==> config.mk <==
export PLATFORM = sky130hd
export DESIGN_NAME = cameralink_frame_rx
export DESIGN_NICKNAME = d
export VERILOG_FILES = /design/src/rtl/cameralink_frame_rx.sv
export SDC_FILE = /design/constraint.sdc
export NUM_CORES = 1
export LEC_CHECK = 0
export CAP_MARGIN = 20
export CORE_UTILIZATION = 40
export DETAILED_ROUTE_END_ITERATION = 6
export SLEW_MARGIN = 20
export SYNTH_ARGS = -nofsm -noshare
export SYNTH_HDL_FRONTEND = slang
export SYNTH_SLANG_ARGS = --single-unit
==> constraint.sdc <==
create_clock -name clock -period 8.7 [get_ports clock]
set_input_delay 0.87 -clock clock [delete_from_list [all_inputs] [get_ports clock]]
set_output_delay 0.87 -clock clock [all_outputs]
set_load 0.005 [all_outputs]
==> src/rtl/cameralink_frame_rx.sv <==
// Frame-aware CameraLink receiver: arms on a frame gap, tags SOF/EOL through a one-beat
// lookahead hold register, measures geometry and buffers beats in a valid/ready FIFO.
// Optional build macro CAMERALINK_RX_LINE_CHECK_EN adds the sticky line_err output.
module cameralink_frame_rx #(
  parameter int TAPS       = 1,
  parameter int PIXEL_W    = 8,
  parameter int FIFO_DEPTH = 16,
  parameter int CNT_W      = 16
) (
  input  logic                    clock,
  input  logic                    reset,
  input  logic                    FVV,
  input  logic                    LVV,
  input  logic                    VCE,
  input  logic [TAPS*PIXEL_W-1:0] pix_data,
  input  logic                    capture_en,
  output logic                    cam_enable,
  output logic                    out_valid,
  input  logic                    out_ready,
  output logic [TAPS*PIXEL_W-1:0] out_data,
  output logic                    out_sof,
  output logic                    out_eol,
  output logic [CNT_W-1:0]        line_beats,
  output logic [CNT_W-1:0]        frame_lines,
  output logic [CNT_W-1:0]        frame_count,
`ifdef CAMERALINK_RX_LINE_CHECK_EN
  output logic                    line_err,
`endif
  output logic                    overflow
);
  localparam int DW = TAPS * PIXEL_W;
  localparam int AW = (FIFO_DEPTH > 1) ? $clog2(FIFO_DEPTH) : 1;
  localparam logic [AW:0] DEPTH_C = (AW+1)'(FIFO_DEPTH);
  localparam logic [CNT_W-1:0] CNT_MAX = '1;

  typedef enum logic [1:0] {IDLE, WAIT_GAP, ARMED, FRAME} state_t;
  state_t state_q, state_d;

  logic            cam_enable_q, lvv_q, overflow_q;
  logic            hold_valid_q, hold_sof_q, sof_pending_q;
  logic [DW-1:0]   hold_data_q;
  logic [AW-1:0]   wr_ptr_q, rd_ptr_q;
  logic [AW:0]     count_q, count_d;
  logic [CNT_W-1:0] beat_cnt_q, line_cnt_q, line_cnt_d;
  logic [CNT_W-1:0] line_beats_q, frame_lines_q, frame_count_q;
  logic [DW+1:0]   mem_q [FIFO_DEPTH];
  logic [DW+1:0]   head;
  logic            in_frame, accept, line_end, frame_end, frame_start;
  logic            push, pop, wr_ok;

  always_comb begin
    state_d = state_q;
    unique case (state_q)
      IDLE:     if (capture_en) state_d = WAIT_GAP;
      WAIT_GAP: if (!FVV)       state_d = ARMED;
      ARMED:    if (FVV)        state_d = FRAME;
      FRAME:    if (!FVV)       state_d = capture_en ? ARMED : IDLE;
      default:                  state_d = IDLE;
    endcase
  end

  assign in_frame    = (state_q == FRAME);
  assign accept      = in_frame && FVV && LVV && VCE;
  // lvv_q only tracks lines seen inside FRAME, so a line end covers FVV falling mid-line too
  assign line_end    = in_frame && lvv_q && !(FVV && LVV);
  assign frame_end   = in_frame && !FVV;
  assign frame_start = (state_q == ARMED) && FVV;
  assign push        = hold_valid_q && (accept || line_end);
  assign out_valid   = (count_q != '0);
  assign pop         = out_valid && out_ready;
  assign wr_ok       = push && ((count_q != DEPTH_C) || pop);
  assign line_cnt_d  = (line_end && line_cnt_q != CNT_MAX) ? line_cnt_q + CNT_W'(1) : line_cnt_q;

  always_comb begin
    count_d = count_q;
    if (wr_ok && !pop)      count_d = count_q + (AW+1)'(1);
    else if (!wr_ok && pop) count_d = count_q - (AW+1)'(1);
  end

  always_ff @(posedge clock) begin
    if (wr_ok) mem_q[wr_ptr_q] <= {line_end, hold_sof_q, hold_data_q};
  end

  always_ff @(posedge clock) begin
    if (reset) begin
      state_q       <= IDLE;
      cam_enable_q  <= 1'b0;
      lvv_q         <= 1'b0;
      hold_valid_q  <= 1'b0;
      hold_sof_q    <= 1'b0;
      hold_data_q   <= '0;
      sof_pending_q <= 1'b0;
      wr_ptr_q      <= '0;
      rd_ptr_q      <= '0;
      count_q       <= '0;
      overflow_q    <= 1'b0;
      beat_cnt_q    <= '0;
      line_cnt_q    <= '0;
      line_beats_q  <= '0;
      frame_lines_q <= '0;
      frame_count_q <= '0;
    end else begin
      state_q      <= state_d;
      cam_enable_q <= (state_d != IDLE);
      lvv_q        <= in_frame && FVV && LVV;
      if (accept) begin
        hold_valid_q <= 1'b1;
        hold_data_q  <= pix_data;
        hold_sof_q   <= sof_pending_q;
      end else if (line_end) begin
        hold_valid_q <= 1'b0;
      end
      if (frame_start)  sof_pending_q <= 1'b1;
      else if (accept)  sof_pending_q <= 1'b0;
      if (wr_ok) wr_ptr_q <= wr_ptr_q + AW'(1);
      if (pop)   rd_ptr_q <= rd_ptr_q + AW'(1);
      count_q <= count_d;
      if (state_q == IDLE && capture_en) overflow_q <= 1'b0;
      else if (push && !wr_ok)           overflow_q <= 1'b1;
      if (frame_start || line_end)                  beat_cnt_q <= '0;
      else if (accept && beat_cnt_q != CNT_MAX)     beat_cnt_q <= beat_cnt_q + CNT_W'(1);
      if (line_end) line_beats_q <= beat_cnt_q;
      if (frame_start || frame_end) line_cnt_q <= '0;
      else                          line_cnt_q <= line_cnt_d;
      if (frame_end) begin
        frame_lines_q <= line_cnt_d;
        frame_count_q <= frame_count_q + CNT_W'(1);
      end
    end
  end

`ifdef CAMERALINK_RX_LINE_CHECK_EN
  logic [CNT_W-1:0] first_beats_q;
  logic             first_seen_q, line_err_q;

  always_ff @(posedge clock) begin
    if (reset) begin
      first_beats_q <= '0;
      first_seen_q  <= 1'b0;
      line_err_q    <= 1'b0;
    end else begin
      if (state_q == IDLE && capture_en) line_err_q <= 1'b0;
      if (frame_start) begin
        first_seen_q <= 1'b0;
      end else if (line_end) begin
        if (!first_seen_q) begin
          first_seen_q  <= 1'b1;
          first_beats_q <= beat_cnt_q;
        end else if (beat_cnt_q != first_beats_q) begin
          line_err_q <= 1'b1;
        end
      end
    end
  end
  assign line_err = line_err_q;
`endif

  assign head        = mem_q[rd_ptr_q];
  assign out_data    = out_valid ? head[DW-1:0] : '0;
  assign out_sof     = out_valid && head[DW];
  assign out_eol     = out_valid && head[DW+1];
  assign cam_enable  = cam_enable_q;
  assign overflow    = overflow_q;
  assign line_beats  = line_beats_q;
  assign frame_lines = frame_lines_q;
  assign frame_count = frame_count_q;
endmodule

==> results by group <==
Outcome
  – Status: finished, final reports clean

Min path
  – Min-delay worst type: reg -> reg
  – Instance count along the most critical hold path: 2
  – Start point of the worst hold path: sof_pending_q
  – Worst hold endpoint: hold_sof_q

Critical path
  – Worst path required time: 7.83 ns
  – Highest cell delay on the worst timing path: 0.63 ns
  – Arrival time worst endpoint: 2.98 ns
  – Worst setup EP type: output pin
  – Maximum fanout along the worst path: 40
  – Worst reg2reg endpoint: count_q[4]
  – Startpoint-to-endpoint class of the critical path: reg -> out
  – Sequence of cells on the critical path: buf_4, mux4_2, mux2i_1, o22ai_1, clkdlybuf4s50_1
  – Worst-case register-to-register setup slack: 5.33 ns
  – Worst Setup Start Kind: flop
  – Number of cells traversed by the worst register-to-register path: 10
  – Crit path max-delay cell type: mux4_2
  – Start of the worst register-to-register path: state_q[1]

Synth
  – Sequential-to-total area share from yosys stat: 0.637
  – Dominant cell type by area after synthesis: edfxtp_1
  – Nets in the synthesized netlist: 865
  – Distinct cell type count of the synthesized netlist: 61
  – Post-synthesis instance area: 11100 sq um
  – Number of enable-type register cells in the synthesized netlist: 160
  – Post-synthesis area per instance: 13.3 sq um
  – Number of storage elements in the synthesis netlist: 273
  – Post-synth top area share: 0.433
  – Post-synthesis instance total: 837
  – Async set-or-reset flop fraction in the synthesized netlist: 0
  – Count of yosys warnings during synthesis: 0
  – Leading register cell type out of synthesis: edfxtp_1
  – Cell types with the largest area share after synthesis: edfxtp_1 43%, dfxtp_1 20%, mux4_2 8.1%

Finish
  – Final design area excluding fillers: 13100 sq um
  – Filler cell count: 2420
  – Sequential standard cell area: 7070 sq um
  – Area used by multi-input combinational logic: 3780 sq um
  – Number of nets at the end of the flow: 933
  – Layout overhead on the synthesized area: 18.2%
  – Share of cells above drive strength 1: 0.129
  – Antenna diode count: 0
  – Number of non-filler instances in the completed layout: 1299

Clock tree
  – Buffers from clock root to sink, at most: 3
  – # Post-CTS Setup Buffers: 0
  – Clock tree from TritonCTS: built
  – Worst-path clk slew: 0.06 ns
  – Clock root cell: clkbuf_16
  – Number of gates resized after CTS: 0
  – Clock buffer count from CTS: 28
  – Number of sinks handled by clock tree synthesis: 273
  – Worst-skew pair later-pin latency: 0.53 ns
  – CTS H-tree lvls: 1
  – CTS Hold Buffers Added: 0

STA
  – Slew HR: 0.341
  – Fraction of the cycle the final worst path needs: 0.442
  – Setup repair after global routing missed its margin: false
  – Endpoints failing hold: 0
  – Setup clock skew after layout: 0.00902 ns
  – Measured slew at the worst slew-check pin: 0.985 ns
  – Pins over their slew limit: 0
  – Final critical-path required period: 3.85 ns
  – F_max: 0.260 GHz
  – Final critical-path setup slack: 4.85 ns
  – Setup TNS Final: 0 ns
  – Number of failing setup endpoints in the final timing report: 0

Placed design
  – Port Buffers: 75
  – Placement-stage cell area: 12200 sq um
  – DP Worst Slack: 4.41 ns
  – HPWL after DPL: 14800 microns
  – Weighted congestion at the end of routability-driven global placement: 0.798
  – Placed Cells: 1247

Global route
  – Global-route wire length before repair: 36200 microns
  – Maximum number of pins on one net before global-route repair: 84
  – Global route total overflow: 0
  – Total routing resource utilization after global routing: 0.164
  – Vias in the first global route: 6502
  – Antenna violations before repair: 0

Die
  – Row count: 60
  – Starting Density: 0.409
  – Die Y: 169 microns
  – Core Footprint: 27100 sq um
  – DIE AREA: 28400 sq um
  – Die W: 169 microns
  – I/O Pins: 76

Pwr
  – Internal portion of total power: 2.27 mW
  – Sequential group share of total power: 0.476
  – Switching power total: 0.675 mW
  – Clock Power Share: 0.410
  – Maximum vdd ir drop: 129 uV
  – Static leakage power: 3.89 nW
  – PwrDens: 224 nW/um^2
  – Relative contribution of combinational cells to total power: 0.113
  – Switching portion of total power: 0.229

Flow run
  – Max-cap viol count: 0

Detailed routing
  – Remaining number of nets flagged by the antenna check after routing: 0
  – Detailed router's first-iteration violation count: 345
  – DRC Markers: 0
  – Sum of routed wire length over all layers: 23100 microns
  – DR vias: 6606
  – Mean routed wirelength per cell: 17.8 microns
  – TritonRoute pass-1 iters: 4
  – Number of vias per cell after detailed routing: 5.09
critical path, delay by kind of cell, from the launching register on:
kind	cells	cell delay, ns
mux	2	0.88
compound gates	1	0.14
buf+inv	2	1.09
flops	1	0.31
area by class of cell:
type                    instances  share of cell area
flip-flops and latches        273               0.540
multi-input cells             509               0.288
repair buffers                 83              0.0615
clock buffers                  33              0.0581
well taps                     372              0.0355
clock inverters                19              0.0139
inverters                      10             0.00286
metrics by stage:
| stage | hold slack [ns] | total power [mW] | util |
|---|---|---|---|
| after global routing | 0.475 | 3.06 | 0.484 |
| after CTS | 0.459 | 2.98 | 0.483 |
| after global placement | 0.445 | 1.77 | 0.449 |
| after detailed placement | 0.449 | 1.77 | 0.449 |
| after floorplan | 0.432 | 1.63 | - |
| final | 0.457 | 2.94 | 0.484 |
cell usage in the layout, fill, tap and decap left out, types with 14 or more instances in the layout:
master	count
xor2_1	17
nor2_1	98
nand3_1	19
dfxtp_1	111
edfxtp_1	160
a21oi_1	44
nor3_1	14
nand2_1	82
xnor2_1	26
mux2i_1	27
clkbuf_16	29
mux4_2	40
nand4_1	15
clkdlybuf4s50_1	74
layer usage:
metal | track usage | routed length [microns] | up-vias
met3 | 0.0234 | 1150 | 28
met4 | 0.0356 | 307 | 0
met5 | 0 | 0 | -
li1 | - | - | 3242
met2 | 0.272 | 10900 | 129
met1 | 0.229 | 10700 | 3207
sequential cells by signal, indices dropped and copies added (netlist names), 2 cells and up, named ones only:
signal	flops
beat_cnt_q	16
line_beats	16
frame_lines	16
rd_ptr_q	4
state_q	2
count_q	5
frame_count	16
wr_ptr_q	4
hold_data_q	8
mem_q	160
line_cnt_q	16
power groups by stage:
stage | Combinational (mW) | Clock, mW | Sequential (mW)
2_1_floorplan | 0.223 | 0 | 1.41
3_3_place_gp | 0.336 | 0 | 1.43
3_5_place_dp | 0.340 | 0 | 1.43
4_1_cts | 0.341 | 1.24 | 1.40
5_1_grt | 0.369 | 1.29 | 1.40
6_report | 0.334 | 1.21 | 1.40
worst max-delay path by stage:
stage,startpoint,to,slack (ns)
floorplan,FVV,count_q[4],5.26
global placement,FVV,count_q[4],4.46
detailed placement,FVV,count_q[4],4.41
CTS,flop,out_data[1],4.76
global route,flop,out_data[1],4.69
finish,flop,out_data[1],4.85
cell families (layout without fill, tap and decap cells):
kind of cell    count (synthesis)  in the layout  share of synthesized area
flops                         273            273                      0.637
fa+ha+maj                      13             13                     0.0153
xor+xnor                       43             43                     0.0340
mux                            69             69                      0.108
buf+inv                        55            145                     0.0220
compound gates                 95             95                     0.0520
simple gates                  289            289                      0.132
cells in the mapped netlist, drive strengths merged, types with 3 or more instances:
library cell  number
a211oi            12
a21o               3
a21oi             45
a31oi              4
and3               8
and4               4
buf               20
clkbuf            25
dfxtp            113
edfxtp           160
ha                12
inv               10
mux2i             27
mux4              40
nand2             83
nand2b             5
nand3             20
nand3b             4
nand4             18
nor2              98
nor2b              3
nor3              16
nor3b              4
nor4               9
o21ai              9
o22ai             12
or3                5
xnor2             26
xor2              17
No activity file was read; power rests on OpenSTA's default activity.
